File: src/rtl/im_stage.sv
// Memory-access pipeline stage: drives the data bus for loads and stores, waits for
// the bus acknowledge (or aborts on timeout), extracts load data and registers writeback.
module im_stage #(
    parameter int WIDTH       = 32,
    parameter int RF_ADD_SIZE = 5,
    parameter int I_ADD_SIZE  = 32,
    parameter int TIMEOUT     = 16
) (
    input  logic                   i_clk,
    input  logic                   i_rstn,
    input  logic                   i_im_valid,
    input  logic [WIDTH-1:0]       i_im_alu_out,
    input  logic [WIDTH-1:0]       i_im_write_data,
    input  logic                   i_im_mem_we,
    input  logic                   i_im_mem_re,
    input  logic [2:0]             i_im_funct3,
    input  logic                   i_im_rf_we_ctrl,
    input  logic [2:0]             i_im_rf_wb_src_ctrl,
    input  logic [WIDTH-1:0]       i_im_sx_data,
    input  logic [I_ADD_SIZE-1:0]  i_im_pc_plus_4,
    input  logic [RF_ADD_SIZE-1:0] i_im_dst,
    output logic                   o_dbus_req,
    output logic                   o_dbus_we,
    output logic [WIDTH-1:0]       o_dbus_addr,
    output logic [WIDTH-1:0]       o_dbus_wdata,
    output logic [3:0]             o_dbus_be,
    input  logic                   i_dbus_ack,
    input  logic [WIDTH-1:0]       i_dbus_rdata,
    output logic [WIDTH-1:0]       o_m_alu_out,
    output logic                   o_im_stall,
    output logic [WIDTH-1:0]       o_iwb_alu_out,
    output logic [WIDTH-1:0]       o_iwb_load_data,
    output logic [WIDTH-1:0]       o_iwb_sx_data,
    output logic [I_ADD_SIZE-1:0]  o_iwb_pc_plus_4,
    output logic [RF_ADD_SIZE-1:0] o_iwb_dst,
    output logic [2:0]             o_iwb_rf_wb_src_ctrl,
    output logic                   o_iwb_rf_we_ctrl,
    output logic                   o_iwb_misalign,
    output logic                   o_iwb_bus_err
);

    localparam logic [7:0] WAIT_LAST = 8'(TIMEOUT - 1);

    typedef enum logic {
        IDLE,
        BUSY
    } state_t;

    state_t     state;
    logic [7:0] wait_cnt;

    logic [1:0] addr_lo;
    logic       access;
    logic       is_load;
    logic       is_byte;
    logic       is_half;
    logic       is_word;
    logic       misalign;
    logic       aligned_access;
    logic       timeout_abort;
    logic       load_done;

    logic [7:0]       lane_byte;
    logic [15:0]      lane_half;
    logic [WIDTH-1:0] load_ext;

    assign addr_lo = i_im_alu_out[1:0];
    assign access  = i_im_valid & (i_im_mem_we | i_im_mem_re);
    // A store wins when both enables are set.
    assign is_load = access & ~i_im_mem_we;

    // funct3[1:0] gives the access size; every code that is not byte or half is a word.
    assign is_byte = (i_im_funct3[1:0] == 2'b00);
    assign is_half = (i_im_funct3[1:0] == 2'b01);
    assign is_word = ~is_byte & ~is_half;

    assign misalign       = access & ((is_half & addr_lo[0]) | (is_word & (addr_lo != 2'b00)));
    assign aligned_access = access & ~misalign;

    // NOTE: the request is gated by reset directly so it drops the instant reset asserts,
    // even mid-transfer, rather than waiting for the state register to settle.
    assign o_dbus_req = i_rstn & (((state == IDLE) & aligned_access) | (state == BUSY));

    assign timeout_abort = (state == BUSY) & (wait_cnt == WAIT_LAST) & ~i_dbus_ack;
    assign o_im_stall    = o_dbus_req & ~i_dbus_ack & ~timeout_abort;
    assign load_done     = is_load & o_dbus_req & i_dbus_ack;

    assign o_m_alu_out = i_im_alu_out;
    assign o_dbus_we   = i_im_mem_we;
    assign o_dbus_addr = {i_im_alu_out[WIDTH-1:2], 2'b00};

    // Bus fields follow the stage inputs, which stay frozen by the stall while BUSY.
    always_comb begin
        // NOTE: every output of a combinational block gets a default first so no path
        // leaves it unassigned and infers a latch.
        o_dbus_be    = 4'b1111;
        o_dbus_wdata = i_im_write_data;
        if (is_byte) begin
            o_dbus_be    = 4'b0001 << addr_lo;
            o_dbus_wdata = {(WIDTH/8){i_im_write_data[7:0]}};
        end else if (is_half) begin
            o_dbus_be    = 4'b0011 << addr_lo;
            o_dbus_wdata = {(WIDTH/16){i_im_write_data[15:0]}};
        end
    end

    assign lane_byte = i_dbus_rdata[{addr_lo, 3'b000} +: 8];
    assign lane_half = i_dbus_rdata[{addr_lo[1], 4'b0000} +: 16];

    always_comb begin
        load_ext = i_dbus_rdata;
        unique case (i_im_funct3)
            3'b000:  load_ext = {{(WIDTH-8){lane_byte[7]}}, lane_byte};
            3'b001:  load_ext = {{(WIDTH-16){lane_half[15]}}, lane_half};
            3'b100:  load_ext = {{(WIDTH-8){1'b0}}, lane_byte};
            3'b101:  load_ext = {{(WIDTH-16){1'b0}}, lane_half};
            default: load_ext = i_dbus_rdata;
        endcase
    end

    // wait_cnt counts cycles spent waiting for ack; it is 1 on the first BUSY cycle.
    always_ff @(posedge i_clk or negedge i_rstn) begin
        // NOTE: sequential state uses non-blocking assignments so every register
        // samples pre-edge values regardless of statement order.
        if (!i_rstn) begin
            state    <= IDLE;
            wait_cnt <= '0;
        end else begin
            unique case (state)
                IDLE: begin
                    if (aligned_access && !i_dbus_ack) begin
                        state    <= BUSY;
                        wait_cnt <= 8'd1;
                    end else begin
                        wait_cnt <= '0;
                    end
                end
                BUSY: begin
                    if (i_dbus_ack || timeout_abort) begin
                        state    <= IDLE;
                        wait_cnt <= '0;
                    end else begin
                        wait_cnt <= wait_cnt + 8'd1;
                    end
                end
                default: begin
                    state    <= IDLE;
                    wait_cnt <= '0;
                end
            endcase
        end
    end

    always_ff @(posedge i_clk or negedge i_rstn) begin
        if (!i_rstn) begin
            o_iwb_alu_out        <= '0;
            o_iwb_load_data      <= '0;
            o_iwb_sx_data        <= '0;
            o_iwb_pc_plus_4      <= '0;
            o_iwb_dst            <= '0;
            o_iwb_rf_wb_src_ctrl <= '0;
            o_iwb_rf_we_ctrl     <= 1'b0;
            o_iwb_misalign       <= 1'b0;
            o_iwb_bus_err        <= 1'b0;
        end else if (o_im_stall) begin
            // Bubble: only the qualifying flags matter while the data fields are ignored.
            o_iwb_rf_we_ctrl <= 1'b0;
            o_iwb_misalign   <= 1'b0;
            o_iwb_bus_err    <= 1'b0;
        end else begin
            o_iwb_alu_out        <= i_im_alu_out;
            o_iwb_load_data      <= load_done ? load_ext : '0;
            o_iwb_sx_data        <= i_im_sx_data;
            o_iwb_pc_plus_4      <= i_im_pc_plus_4;
            o_iwb_dst            <= i_im_dst;
            o_iwb_rf_wb_src_ctrl <= i_im_rf_wb_src_ctrl;
            o_iwb_rf_we_ctrl     <= i_im_rf_we_ctrl & ~misalign & ~timeout_abort;
            o_iwb_misalign       <= misalign;
            o_iwb_bus_err        <= timeout_abort;
        end
    end

endmodule

File: config.mk
export PLATFORM = sky130hd
export DESIGN_NAME = im_stage
export DESIGN_NICKNAME = d
export VERILOG_FILES = /design/src/rtl/im_stage.sv
export SDC_FILE = /design/constraint.sdc
export NUM_CORES = 1
export LEC_CHECK = 0
export ABC_AREA = 1
export BUFFER_PORTS_ARGS = -buffer_cell sky130_fd_sc_hd__buf_4
export CORE_AREA = 3 3 162 164
export DETAILED_ROUTE_END_ITERATION = 7
export DIE_AREA = 0 0 165 167
export PLACE_DENSITY = 0.58
export SLEW_MARGIN = 40
export SYNTH_ARGS = -nofsm -noshare
export SYNTH_HDL_FRONTEND = slang
export SYNTH_SLANG_ARGS = --single-unit
File: constraint.sdc
create_clock -name i_clk -period 2.1 [get_ports i_clk]
set_input_delay 0.105 -clock i_clk [delete_from_list [all_inputs] [get_ports i_clk]]
set_output_delay 0.105 -clock i_clk [all_outputs]
set_load 0.01 [all_outputs]
==> flow_summary.toml <==
[timing]
finalSetupTns_ns = 0
min_period_ns = 2.00
final-max-slew-violation-count = 0
finClkSkew_ns = 0.0114
post-route-period-util = 0.955
rsz0062_at_grt = "no"
finalSetupViolations = 0
worstMarginPinSlew_ns = 0.534
fmaxAchievable_mhz = 499
hold_violations = 0
slew_headroom = 0.644

[detailed_routing]
vias_per_cell = 4.39
drt_iter0_drc = 493
avgRoutedWirePerCell_um = 16.4
remaining_drc_errors = 0
ant_nets = 0
wl_mm = 28.5
dr_wl_met2_mm = 14.0
dr.max_layer_used = "met4"
wl_met1_mm = 11.9
drt-pass1-iter-count = 4
wl_met3_mm = 2.12
vias = 7632

[clock_network]
clk_latency_ns = 0.42
clock_sinks = 148
cts_tree = "built"
cts-buffers-inserted = 17
cts_buffer_depth = 2
h-tree-depth = 4
path_clk_slew_ns = 0.07
cts_resized = 0
clock-root-buffer = "clkbuf_16"

[outcome]
status = "completed"

[logic_synthesis]
synth_fa_ha_area_frac = 0.00850
ys.flop_type = "dfrtp_1"
synthTopCellsByArea = "dfrtp_1, nand2_1, buf_4"
synth.top_cell.area_share = 0.503
yosysWarnings = 0
synthXorXnorAreaFrac = 0.00476
synth_top_family_by_area = "simple AND/OR/NAND/NOR gates"
synth_compound_area_frac = 0.0451
yosys-top-cells-count = "nand2_1, dfrtp_1, buf_4"
synth_edf_count = 0
synth-seq-cells = 148
async_reset_ff_frac = 1.00
avgSynthCellArea_um2 = 7.81
ys_seq_area_frac = 0.503
synth_simple_gate_area_frac = 0.310
yosysMostFrequentCell = "nand2_1"
syn_inst = 942
synthMuxAreaShare = 0
synthDistinctLibCells = 28
yosys.area.top_type = "dfrtp_1"
synth_area_um2 = 7360

[power]
p_int_mw = 5.45
power_density_nw_per_um2 = 643
vdd_drop_max_mv = 0.544
combPwrFrac = 0.224
p_switching_mw = 2.27
pwr-share-seq = 0.405
clockPowerShare = 0.370
static-leakage-power_nw = 6.51
p_sw_frac = 0.294

[cells_and_area]
nFillCells = 2428
drive_above_1_share = 0.355
diodes = 0
area_growth_syn_to_layout_pct = 63.0
final_cells = 1737
nNetsFinal = 1578

[setup_path]
endpoint_kind = "primary output"
worstPathRequired_ns = 2.00
reg2reg_depth = 10
r2r_start = "wait_cnt[0]"
startpoint = "wait_cnt[0]"
r2r-end = "o_iwb_alu_out[6]"
ff2ff_setup_slack_ns = 0.18
setup.worst_path.end = "o_im_stall"
start_kind = "flop"
arrival_ns = 1.90
cp_max_fo = 15
critPathKind = "reg -> out"

[floorplanning]
dieWidth_um = 165
floorplan.initialDensity = 0.294
dieArea_um2 = 27600
rows = 58
ios = 420
die_y_um = 167
core_um2 = 25000

[place]
dp.cells = 1592
dp_hpwl_mm = 20.5
io_buffers = 417
gp_congestion = 0.842

[global_route]
grt_first_pass_wirelength_mm = 43.3
grt.total_usage = 0.201
grt_pass1_vias = 7679
grt_max_degree = 149
antenna_found_initial = 0
grt_overflow_total = 0

[run]
cap_violations = 0

[hold_path]
hold_path_class = "in -> reg"
cells in the final DEF, fill, tap and decap left out, types with 7 or more instances in the layout:
| cell type | Yosys | layout |
|---|---|---|
| buf_4 | 81 | 435 |
| clkbuf_16 | 0 | 17 |
| dfrtp_1 | 148 | 148 |
| dlygate4sd3_1 | 0 | 105 |
| inv_1 | 34 | 34 |
| nand2_1 | 474 | 474 |
| nand3_1 | 37 | 37 |
| nor2_1 | 29 | 29 |
| o211ai_1 | 7 | 7 |
| o21ai_0 | 49 | 49 |
| or2_2 | 13 | 13 |
stage by stage:
step,area (um^2),total power [mW],hold WS (ns),utilization,worst slack [ns]
3_3_place_gp,10300,4.73,0.299,0.411,0.318
6_report,12000,7.71,0.0617,0.479,0.0954
2_1_floorplan,7360,3.84,-0.191,-,0.503
3_5_place_dp,10300,4.74,0.302,0.411,0.259
4_1_cts,11900,7.82,0.0354,0.477,0.0521
5_1_grt,12000,8.10,0.0713,0.479,0.00550
cell type report:
class	instances	area (um^2)	share of cell area
Multi-Input combinational cell	643	2720	0.227
Timing Repair Buffer	547	4470	0.372
Clock inverter	14	123	0.0102
Sequential cell	148	3700	0.309
Tap cell	330	413	0.0344
Clock buffer	17	425	0.0355
Inverter	38	145	0.0121
cells by family after synthesis:
kind of cell / Yosys count
other: 1
flip-flops: 148
AO/OA/AOI/OAI: 62
XOR/XNOR: 4
buffers and inverters: 152
adder cells (fa/ha/maj): 5
AND/OR/NAND/NOR: 570
sequential cells by signal, summed over array words and instances (netlist names):
register	cells
o_iwb_load_data	32
o_iwb_rf_we_ctrl	1
o_iwb_pc_plus_4	32
o_iwb_sx_data	32
state	1
o_iwb_dst	5
o_iwb_misalign	1
o_iwb_bus_err	1
o_iwb_alu_out	32
o_iwb_rf_wb_src_ctrl	3
wait_cnt	8
power by group through the flow:
stage                     logic [mW]  registers (mW)  clock network [mW]
final                           1.73            3.13                2.85
after global routing            1.89            3.15                3.06
after CTS                       1.74            3.13                2.96
after detailed placement        1.56            3.18                   0
after global placement          1.55            3.18                   0
after floorplan                0.589            3.25                   0
worst max-delay path, cell delays in order (launching register included):
cell	delay, ns
dfrtp_1	0.40
ha_1	0.25
nand4_1	0.15
nor2_1	0.10
nor2_4	0.12
inv_2	0.05
nor2_4	0.13
buf_12	0.15
buf_4	0.13
routing by layer:
layer	up-vias	track usage
met5	-	0
met4	0	0.0540
met3	30	0.0455
met2	307	0.345
met1	3558	0.253
li1	3737	-
how the worst min path moves through the flow:
stage	start	end	slack, ns	cells past startpoint
2_1_floorplan	i_rstn	o_iwb_alu_out[0]	-0.19	0
3_3_place_gp	i_im_pc_plus_4[0]	o_iwb_pc_plus_4[0]	0.30	3
3_5_place_dp	i_im_pc_plus_4[0]	o_iwb_pc_plus_4[0]	0.30	3
4_1_cts	i_dbus_rdata[19]	o_iwb_load_data[19]	0.04	4
5_1_grt	i_im_valid	o_iwb_misalign	0.07	5
6_report	i_dbus_rdata[12]	o_iwb_load_data[12]	0.06	4
what timing repair did:
| item | in CTS | in global routing |
|---|---|---|
| hold endpoints to repair | 252 | 0 |
| hold buffers | 105 | 0 |
| setup buffers | 2 | 5 |
| gates cloned | 1 | 0 |
| pin swaps | 2 | 0 |
| setup endpoints to repair | 1 | 1 |
(Power assumes the default switching activity.)
